### config.mk
export PLATFORM = sky130hd
export DESIGN_NAME = adc_spi_responder
export DESIGN_NICKNAME = d
export VERILOG_FILES = /design/src/rtl/adc_spi_responder_pkg.sv /design/src/rtl/adc_spi_responder_sync.sv /design/src/rtl/adc_spi_responder.sv
export SDC_FILE = /design/constraint.sdc
export NUM_CORES = 1
export LEC_CHECK = 0
export CAP_MARGIN = 40
export CORE_ASPECT_RATIO = 0.75
export CORE_UTILIZATION = 30
export CTS_BUF_LIST = sky130_fd_sc_hd__clkbuf_2
export DETAILED_ROUTE_END_ITERATION = 16
export SYNTH_ARGS = -nofsm -noshare
export SYNTH_HDL_FRONTEND = slang
export SYNTH_HIERARCHICAL = 1
export SYNTH_SLANG_ARGS = --single-unit
export TNS_END_PERCENT = 100
### constraint.sdc
create_clock -name clk -period 4.55 [get_ports clk]
set_input_delay 0.6825 -clock clk [delete_from_list [all_inputs] [get_ports clk]]
set_output_delay 0.6825 -clock clk [all_outputs]
set_load 0.05 [all_outputs]
### src/rtl/adc_spi_responder_pkg.sv
// adc_spi_responder_pkg
// Shared constants and the FSM state type for the emulated SPI ADC.
// The frame is 16 sclk periods long. A frame starts with 4 zero bits,
// followed by the conversion value, MSB first. The channel address for the
// next frame is captured on the rising edges with bit counts 2 to 4.
package adc_spi_responder_pkg;

  localparam int FRAME_LEN  = 16;
  localparam int LEAD_ZEROS = 4;
  localparam int CNT_W      = 4;

  // Bit-counter values are typed to the counter width so compares stay width-clean
  localparam logic [CNT_W-1:0] ADDR_BIT_FIRST = 4'd2;
  localparam logic [CNT_W-1:0] ADDR_BIT_LAST  = 4'd4;
  localparam logic [CNT_W-1:0] LAST_BIT       = 4'd15;

  typedef logic [0:0] state_t;
  localparam state_t ST_IDLE   = 1'b0;
  localparam state_t ST_ACTIVE = 1'b1;

endpackage

### src/rtl/adc_spi_responder_sync.sv
// sync_2ff
// Two-flop synchronizer that brings one asynchronous input into the clk domain.
// Ports:
//   clk, rst_n : system clock and asynchronous active-low reset
//   d          : asynchronous input
//   q          : synchronized output, held at RESET_VAL while in reset
module sync_2ff #(
  parameter logic RESET_VAL = 1'b0
) (
  input  logic clk,
  input  logic rst_n,
  input  logic d,
  output logic q
);

  logic meta;

  always_ff @(posedge clk or negedge rst_n) begin
    if (!rst_n) begin
      meta <= RESET_VAL;
      q    <= RESET_VAL;
    end else begin
      meta <= d;
      q    <= meta;
    end
  end

endmodule

### src/rtl/adc_spi_responder.sv
// adc_spi_responder
// Emulates a multi-channel SPI ADC in the same way as an ADC128S-style part.
// Each 16-bit frame returns the channel that was addressed in the previous
// frame. The frame holds 4 leading zeros, followed by DATA_W bits, MSB first.
// The address is taken from din on the rising edges with bit counts 2 to 4.
// Ports:
//   clk, rst_n  : system clock (at least 8x sclk) and async active-low reset
//   sclk, cs_n  : SPI clock and chip select from the master (async to clk)
//   din         : serial address from the master
//   dout        : serial conversion data to the master (0 when not selected)
//   ch_data     : packed channel values, channel k at [k*DATA_W +: DATA_W]
//   frame_done  : one-clk pulse when a full 16-bit frame completes
//   cur_ch      : channel returned by the current or next frame
module adc_spi_responder
  import adc_spi_responder_pkg::*;
#(
  parameter int NUM_CH = 8,
  parameter int DATA_W = 12,
  parameter int ADDR_W = 3
) (
  input  logic                     clk,
  input  logic                     rst_n,
  input  logic                     sclk,
  input  logic                     cs_n,
  input  logic                     din,
  output logic                     dout,
  input  logic [NUM_CH*DATA_W-1:0] ch_data,
  output logic                     frame_done,
  output logic [ADDR_W-1:0]        cur_ch
);

  logic sclk_s, cs_s, din_s;
  logic sclk_q, cs_q;
  logic sclk_rise, sclk_fall, cs_rise, cs_fall;
  logic [1:0] warm;
  logic armed;

  state_t               state;
  logic [CNT_W-1:0]     bit_cnt;
  logic [FRAME_LEN-1:0] shreg;
  logic [ADDR_W-1:0]    pend;
  logic                 reload;
  logic [DATA_W-1:0]    sel_data;
  logic [FRAME_LEN-1:0] load_word;

  sync_2ff #(.RESET_VAL(1'b0)) u_sync_sclk (.clk(clk), .rst_n(rst_n), .d(sclk), .q(sclk_s));
  sync_2ff #(.RESET_VAL(1'b1)) u_sync_cs   (.clk(clk), .rst_n(rst_n), .d(cs_n), .q(cs_s));
  sync_2ff #(.RESET_VAL(1'b0)) u_sync_din  (.clk(clk), .rst_n(rst_n), .d(din),  .q(din_s));

  assign sclk_rise = ~sclk_q &  sclk_s;
  assign sclk_fall =  sclk_q & ~sclk_s;
  assign cs_rise   = ~cs_q   &  cs_s;
  assign cs_fall   =  cs_q   & ~cs_s;

  // The cs_n synchronizer resets high, so it can show a false falling edge
  // when reset is released with cs_n already low. The warm-up shift waits
  // until the synchronizer output is real. After that, chip select has to be
  // seen high before a falling edge may start a frame.
  always_ff @(posedge clk or negedge rst_n) begin
    if (!rst_n) begin
      sclk_q <= 1'b0;
      cs_q   <= 1'b1;
      warm   <= 2'b00;
      armed  <= 1'b0;
    end else begin
      sclk_q <= sclk_s;
      cs_q   <= cs_s;
      warm   <= {warm[0], 1'b1};
      if (warm[1] && cs_s)
        armed <= 1'b1;
    end
  end

  // Channel mux. An address with no matching channel returns zero.
  always_comb begin
    sel_data = '0;
    for (int k = 0; k < NUM_CH; k++)
      if (cur_ch == ADDR_W'(k))
        sel_data = ch_data[k*DATA_W +: DATA_W];
  end

  // Zero extension provides the leading-zero bits of the frame
  assign load_word = FRAME_LEN'(sel_data);

  // Frame FSM. A cs_n edge is checked first, so an sclk edge detected in the
  // same cycle is dropped. cur_ch changes only at the end of a frame, so an
  // aborted frame leaves it unchanged.
  always_ff @(posedge clk or negedge rst_n) begin
    if (!rst_n) begin
      state      <= ST_IDLE;
      bit_cnt    <= '0;
      shreg      <= '0;
      pend       <= '0;
      cur_ch     <= '0;
      frame_done <= 1'b0;
      reload     <= 1'b0;
    end else begin
      frame_done <= 1'b0;
      case (state)
        ST_IDLE: begin
          if (cs_fall && armed) begin
            state   <= ST_ACTIVE;
            bit_cnt <= '0;
            shreg   <= load_word;
            pend    <= '0;
            reload  <= 1'b0;
          end
        end
        ST_ACTIVE: begin
          if (cs_rise) begin
            state   <= ST_IDLE;
            bit_cnt <= '0;
            shreg   <= '0;
            pend    <= '0;
            reload  <= 1'b0;
          end else if (sclk_rise) begin
            bit_cnt <= bit_cnt + 1'b1;
            if (bit_cnt >= ADDR_BIT_FIRST && bit_cnt <= ADDR_BIT_LAST)
              pend <= {pend[ADDR_W-2:0], din_s};
            // The next falling edge starts the following frame in continuous mode
            if (bit_cnt == LAST_BIT) begin
              frame_done <= 1'b1;
              cur_ch     <= pend;
              reload     <= 1'b1;
            end
          end else if (sclk_fall) begin
            if (reload) begin
              shreg  <= load_word;
              reload <= 1'b0;
            end else begin
              shreg <= {shreg[FRAME_LEN-2:0], 1'b0};
            end
          end
        end
        default: state <= ST_IDLE;
      endcase
    end
  end

  // The shift register is cleared in IDLE, so dout is 0 when not selected
  assign dout = shreg[FRAME_LEN-1];

endmodule

# Word-level counts from Yosys, hierarchy flattened

Cells that the tools add are included.

Add/sub/neg operators: 1
Magnitude comparators: 2
Eq/ne operators: 15
Muxes and demuxes: 36
Bitwise gates (word level): 10
Reduce and logical (&&, ||, !) cells: 9

Operators with widths:

| kind                | count |
|---|---|
| $mux 12             | 8 |
| $mux 16             | 5 |
| $pmux 16 s2         | 1 |
| $eq 3x3->1 const B  | 4 |
| $mux 3              | 4 |
| $mux 4              | 3 |
| $mux 1              | 11 |
| $ne 3x3->1 const B  | 3 |
| $reduce_and 3->1    | 3 |
| $pmux 4 s2          | 1 |
| $eq 3x2->1 const B  | 2 |
| $not 1->1           | 6 |
| $pmux 3 s2          | 1 |
| $add 4x1->4 const B | 1 |
| $and 1x1->1         | 4 |
| $eq 4x4->1 const B  | 1 |
| $ge 4x2->1 const B  | 1 |
| $le 4x3->1 const B  | 1 |
| $ne 4x3->1 const B  | 1 |
| $ne 4x4->1 const B  | 1 |
| $pmux 1 s2          | 2 |
| $reduce_and 4->1    | 1 |
| $eq 3x1->1 const B  | 1 |
| $logic_and 1x1->1   | 3 |
| other kinds (4)     | 4 |

Bits in registers: 40
Bits of input ports: 101
Output and inout bits: 5
Word-level logic and storage cells: 90

# Depth between registers and ports, before layout

Depth after elaboration: 14
Gate-level depth with buffers: 7
Depth with buffers taken out: 6

# By module

The synthesis kept the hierarchy.

Modules (own cells, without submodules):

| module                     | instances | cells each | area each (µm²) | sequential area each (µm²) |
|---|---|---|---|---|
| adc_spi_responder          | 1         | 231        | 2,381.0         | 852.1 |
| sync_2ff at u_sync_din ... | 2         | 2          | 50.0            | 50.0 |
| sync_2ff at u_sync_cs      | 1         | 2          | 52.6            | 52.6 |

# Worst setup path before layout

Ideal clock, no wire load.

Path type: reg-to-reg
Start: register cur_ch[0]
End: register shreg[10]
Setup time: 0.140 ns
Data arrival time: 1.675 ns
Required time: 4.410 ns
Setup slack: 2.735 ns
Stages on the path, launching flop included: 5
Path buffers: 1
Clock period less this slack: 1.815 ns
Cells stage by stage: dfrtp_1 > buf_4 > mux4_2 > o21ai_1 > o311ai_2

Word-level cells in the longest chain between the ends: 14
Elaborated cells between the ends (all ways): 22
Classes of those cells: 7 x eq/ne; 14 x mux; 1 x reduce/logical

RTL lines:

| item                     | line                     | source |
|---|---|---|
| start: declaration       | adc_spi_responder.sv:29  | `output logic [ADDR_W-1:0] cur_ch` |
| start signal: assignment | adc_spi_responder.sv:123 | `cur_ch <= pend;` |
| $logic_not 3->1          | adc_spi_responder.sv:78  | `if (cur_ch == ADDR_W'(k))` |
| $mux 12 (7 in a row)     | adc_spi_responder.sv:78  |  |
| $mux 12 (*)              | adc_spi_responder.sv:78  |  |
| $mux 16                  | adc_spi_responder.sv:127 | `if (reload) begin` |
| $mux 16                  | adc_spi_responder.sv:126 | `end else if (sclk_fall) begin` |
| $mux 16                  | adc_spi_responder.sv:116 | `end else if (sclk_rise) begin` |
| $mux 16                  | adc_spi_responder.sv:110 | `if (cs_rise) begin` |
| $pmux 16 s2 (*)          | adc_spi_responder.sv:99  | `case (state)` |
| end signal: assignment   | adc_spi_responder.sv:104 | `shreg <= load_word;` |
| end signal: assignment   | adc_spi_responder.sv:128 | `shreg <= load_word;` |
| end signal: assignment   | adc_spi_responder.sv:131 | `shreg <= {shreg[FRAME_LEN-2:0], 1'b0};` |
| end: declaration         | adc_spi_responder.sv:40  | `logic [FRAME_LEN-1:0] shreg;` |

Mark *: on every way between the ends. The rest lies on a longest branch, timed or not. The select of a mux whose other input is x is not followed.
A chain may end at the register's enable or synchronous reset.

# Worst setup path in the final report

Start: register cur_ch[2]
End: output port cur_ch[2]

No word-level cell between the ends.

==> results.txt <==
- Run status: complete, no violations
- Sequential cells burn 49.8% of the power.
- Count of state elements after synthesis: 40
- Most frequent standard cell in the layout excluding fill and tap cells: sky130_fd_sc_hd__clkdlybuf4s50_1
- Ant diodes: 0
- Weighted congestion at the end of routability-driven global placement: about 0.75
- Input and output buffers added on the ports amount to 105.
- Inserted Clock Buffers: 5
- Final Skew: ~0.019 ns
- The die is between 100 and 150 um wide.
- Critical path arrival: around 2.2 ns
- Setup total negative slack on the finished layout was measured at 0 ns.
* Slowest CP cell: sky130_fd_sc_hd__clkdlybuf4s50_1
* PD cells: roughly 240 nW/um^2
- Largest fanout on the critical path: 25
- Number of buffers added for setup after CTS: 0
- Leading cell types in the layout, fill and taps excluded: 104 x sky130_fd_sc_hd__clkdlybuf4s50_1, 37 x sky130_fd_sc_hd__dfrtp_1, 20 x sky130_fd_sc_hd__o211ai_1
* Total Power Consumption: 0.8740 mW
- Setup repair after global routing missed its margin: false
* Post-layout utilization of the core: between 40 and 50%
* H-tree levels: 2
- Final Hold Fails: 0
- Detailed placement finished with a half-perimeter wire length of between 5000 and 6000 um.
- In this run, distinct cell masters in the synthesized netlist total 44.
- In this run the cell area of the synthesized design comes to approximately 2500 sq um.
* Via count of the first global-routing pass: roughly 2300
* Normalized max-slew margin: roughly half
- The initial antenna violation count was 0.
- Clock latency on the worst-skew pair, taken at its later pin, is 0.39 ns.
- Maximum number of pins on one net before global-route repair: ~40
- During synthesis, Yosys emitted a total of 6 warnings.
- Largest voltage drop on the vdd net: roughly 0.1 mV
- For this run, the leading register cell type out of synthesis is sky130_fd_sc_hd__dfrtp_1.
- Share of the clock period used by the worst path: between 60% and 70%
- In this run the worst setup path begins at cur_ch[2].
* # resized after CTS: 0
* Max-Cap Viols: 0
- The largest total area in the synthesized netlist belongs to sky130_fd_sc_hd__dfrtp_1.
* Peak clock frequency supported by timing: 349.7 MHz
* Overall die area: 8821 sq um
* Required arrival time at the worst endpoint: 3.87 ns
* Clock share of power: roughly a quarter
- Maximum count of clock buffers along a single path: 2
* Fraction of the yosys area taken by sequential cells: about 40%
- DRC Markers: 0
- The clock period could shrink to 2.859 ns.
- Initial cell density of the core: between 30% and 40%
- In the synthesized netlist, the number of instances is 237.
* DRC violation total after the first TritonRoute iteration: between 70 and 80
- The detailed router placed around 2300 vias in this run.
- Placeable Area: roughly 8000 sq um
* Clock transition time at the flip-flop clock pins of the worst setup and hold paths: around 0.21 ns
- STA classifies the critical path startpoint as a flop.
- From synthesis to final layout, the design area changed by 46.57%.
* CTS tree: built
- The share of synthesized area in the top cell type comes to between 30% and 40%.
* Critical path class: reg -> out
* Detailed-route wire length per cell: between 15 and 20 um
- For the pin with the worst max-slew slack, the measured transition is about 0.72 ns.
* # nets final: between 400 and 500
- between 100 and 150 I/O pins were placed.
- Internal power consumption: roughly 0.64 mW
* CTS Sinks: 40
* Static Leakage: ~1.4 nW
* Die Ht: between 80 and 90 um
* First drt pass iteration count: 4
- Walking the worst path, the cells encountered are clkdlybuf4s50_1.
- Setup violations remaining at the end of the flow were counted as 0.
- Share of power burned in combinational logic: about a quarter
- The number of buffers and inverters on the critical path is 1.
- Wire length after detailed routing: approximately 6800 um
- Proportion of layout cells with a drive suffix above 1: between 10% and 20%
* Synthesized area per cell: 10.69 sq um
* Buffer cell driving the clock tree root: sky130_fd_sc_hd__clkbuf_2
- R2r startpoint: sclk_q
* Kind of cell adding the most delay to the critical path: buffers and inverters
- Hold buffer count at CTS: 0
- Global Route Usage Sum: 16.69%
- Avg Vias per Cell: just over 5
- The count of nets left with antenna violations once routing finished came out at 0.
- Counting flops with an async set or reset pin after synthesis yields a share of 100.0%.
- For this design the total switching power over the nets is between 0.2 and 0.25 mW.
- Net switching is a little over a quarter of the power.
* Post-synth EDFFs: 0
* Synthesized netlist net count: approximately 340
- For this run, the slowest stage of the critical path takes roughly 0.93 ns.
- Type of the most critical hold path: in -> async
- The first global-routing pass estimated ~11000 um of wire.
- Summed over all layers, the global routing overflow is 0.
* Category of the worst setup path capture point: primary output
- Cell types with the largest area share after synthesis: sky130_fd_sc_hd__dfrtp_1 37%, sky130_fd_sc_hd__mux4_2 12%, sky130_fd_sc_hd__o211ai_1 5.9%
- Final-report max-slew violation count: 0
- Count of standard-cell rows: 28
* Worst Hold Margin: 0.1213 ns
[area by class of cell]
cell class | count | area, sq um
Multi-Input combinational cell | 172 | 1404
Timing Repair Buffer | 109 | 1089
Fill cell | 773 | 4309
Tap cell | 105 | 131.4
Inverter | 6 | 22.52
Clock buffer | 5 | 25.02
Sequential cell | 40 | 1005
Clock inverter | 3 | 37.54
[power groups by stage]
stage          Clock [mW]  Combinational (mW)  Sequential (mW)
6_report            0.209               0.229            0.435
3_3_place_gp            0               0.226            0.440
2_1_floorplan           0               0.120            0.433
3_5_place_dp            0               0.232            0.441
4_1_cts             0.211               0.232            0.435
5_1_grt             0.225               0.255            0.443
[through the flow]
| stage | setup WS (ns) | cells | cell area (sq um) |
|---|---|---|---|
| 2_1_floorplan | 2.735 | 237 | 2534 |
| 3_5_place_dp | 2.094 | 432 | 3651 |
| 3_3_place_gp | 2.115 | 431 | 3631 |
| 4_1_cts | 1.614 | 440 | 3714 |
| 6_report | 1.691 | 440 | 3714 |
| 5_1_grt | 1.489 | 440 | 3714 |
[final timing paths]
check | end | slack [ns] | depth (start not counted)
max | cur_ch[2] | 1.69 | 1
min | u_sync_din/meta | 0.12 | 1
max reg2reg | shreg[3] | 2.37 | 6
min reg2reg | u_sync_cs/q | 0.37 | 0
max in group asynchronous | u_sync_cs/q | 3.89 | 2
min in group clk | u_sync_cs/q | 0.37 | 0
[cell usage after synthesis, drive strengths merged (4+ instances only)]
cell and n:
dfrtp 37, o21ai 33, o211ai 20, nand3 18, buf 14, nor2 14, mux4 13, mux2i 12
o311ai 10, nand2 9, inv 6, clkbuf 5, a21o 4, ha 4
[state kept, by name, indices dropped and copies added, names as in the netlist]
signal,flops
pend,3
state,1
sclk_q,1
cs_q,1
reload,1
u_sync_sclk/q,1
u_sync_cs/q,1
shreg,16
u_sync_cs/meta,1
warm,2
armed,1
cur_ch,3
bit_cnt,4
u_sync_din/q,1
u_sync_sclk/meta,1
u_sync_din/meta,1
frame_done,1
[worst register-to-register path, cell delays in order (launching register included)]
cell and delay, ns:
sky130_fd_sc_hd__dfrtp_1 0.42, sky130_fd_sc_hd__inv_1 0.06, sky130_fd_sc_hd__ha_1 0.28, sky130_fd_sc_hd__nor2b_1 0.11, sky130_fd_sc_hd__o21a_1 0.35, sky130_fd_sc_hd__o21ai_2 0.65, sky130_fd_sc_hd__o311ai_1 0.21
[metal layers]
metal  vias up  share of wire, %  track usage [%]
met2        81                45            24.52
met3         2               7.5            5.159
met1      1075                48            24.00
met5         -                 0                0
li1       1104                 -                -
met4         0              0.40            3.288
[kinds of logic (layout without fill, tap and decap cells)]
| kind of cell | count (synthesis) | in the layout | synth area share [%] |
|---|---|---|---|
| mux | 28 | 28 | 17.63 |
| flops | 40 | 40 | 39.65 |
| fa+ha+maj | 4 | 4 | 1.975 |
| compound gates | 83 | 83 | 24.44 |
| buf+inv | 25 | 123 | 4.938 |
| simple gates | 56 | 56 | 11.21 |
| other cells | 1 | 1 | 0.1480 |
Note: power is estimated with default switching activity, not from simulation.
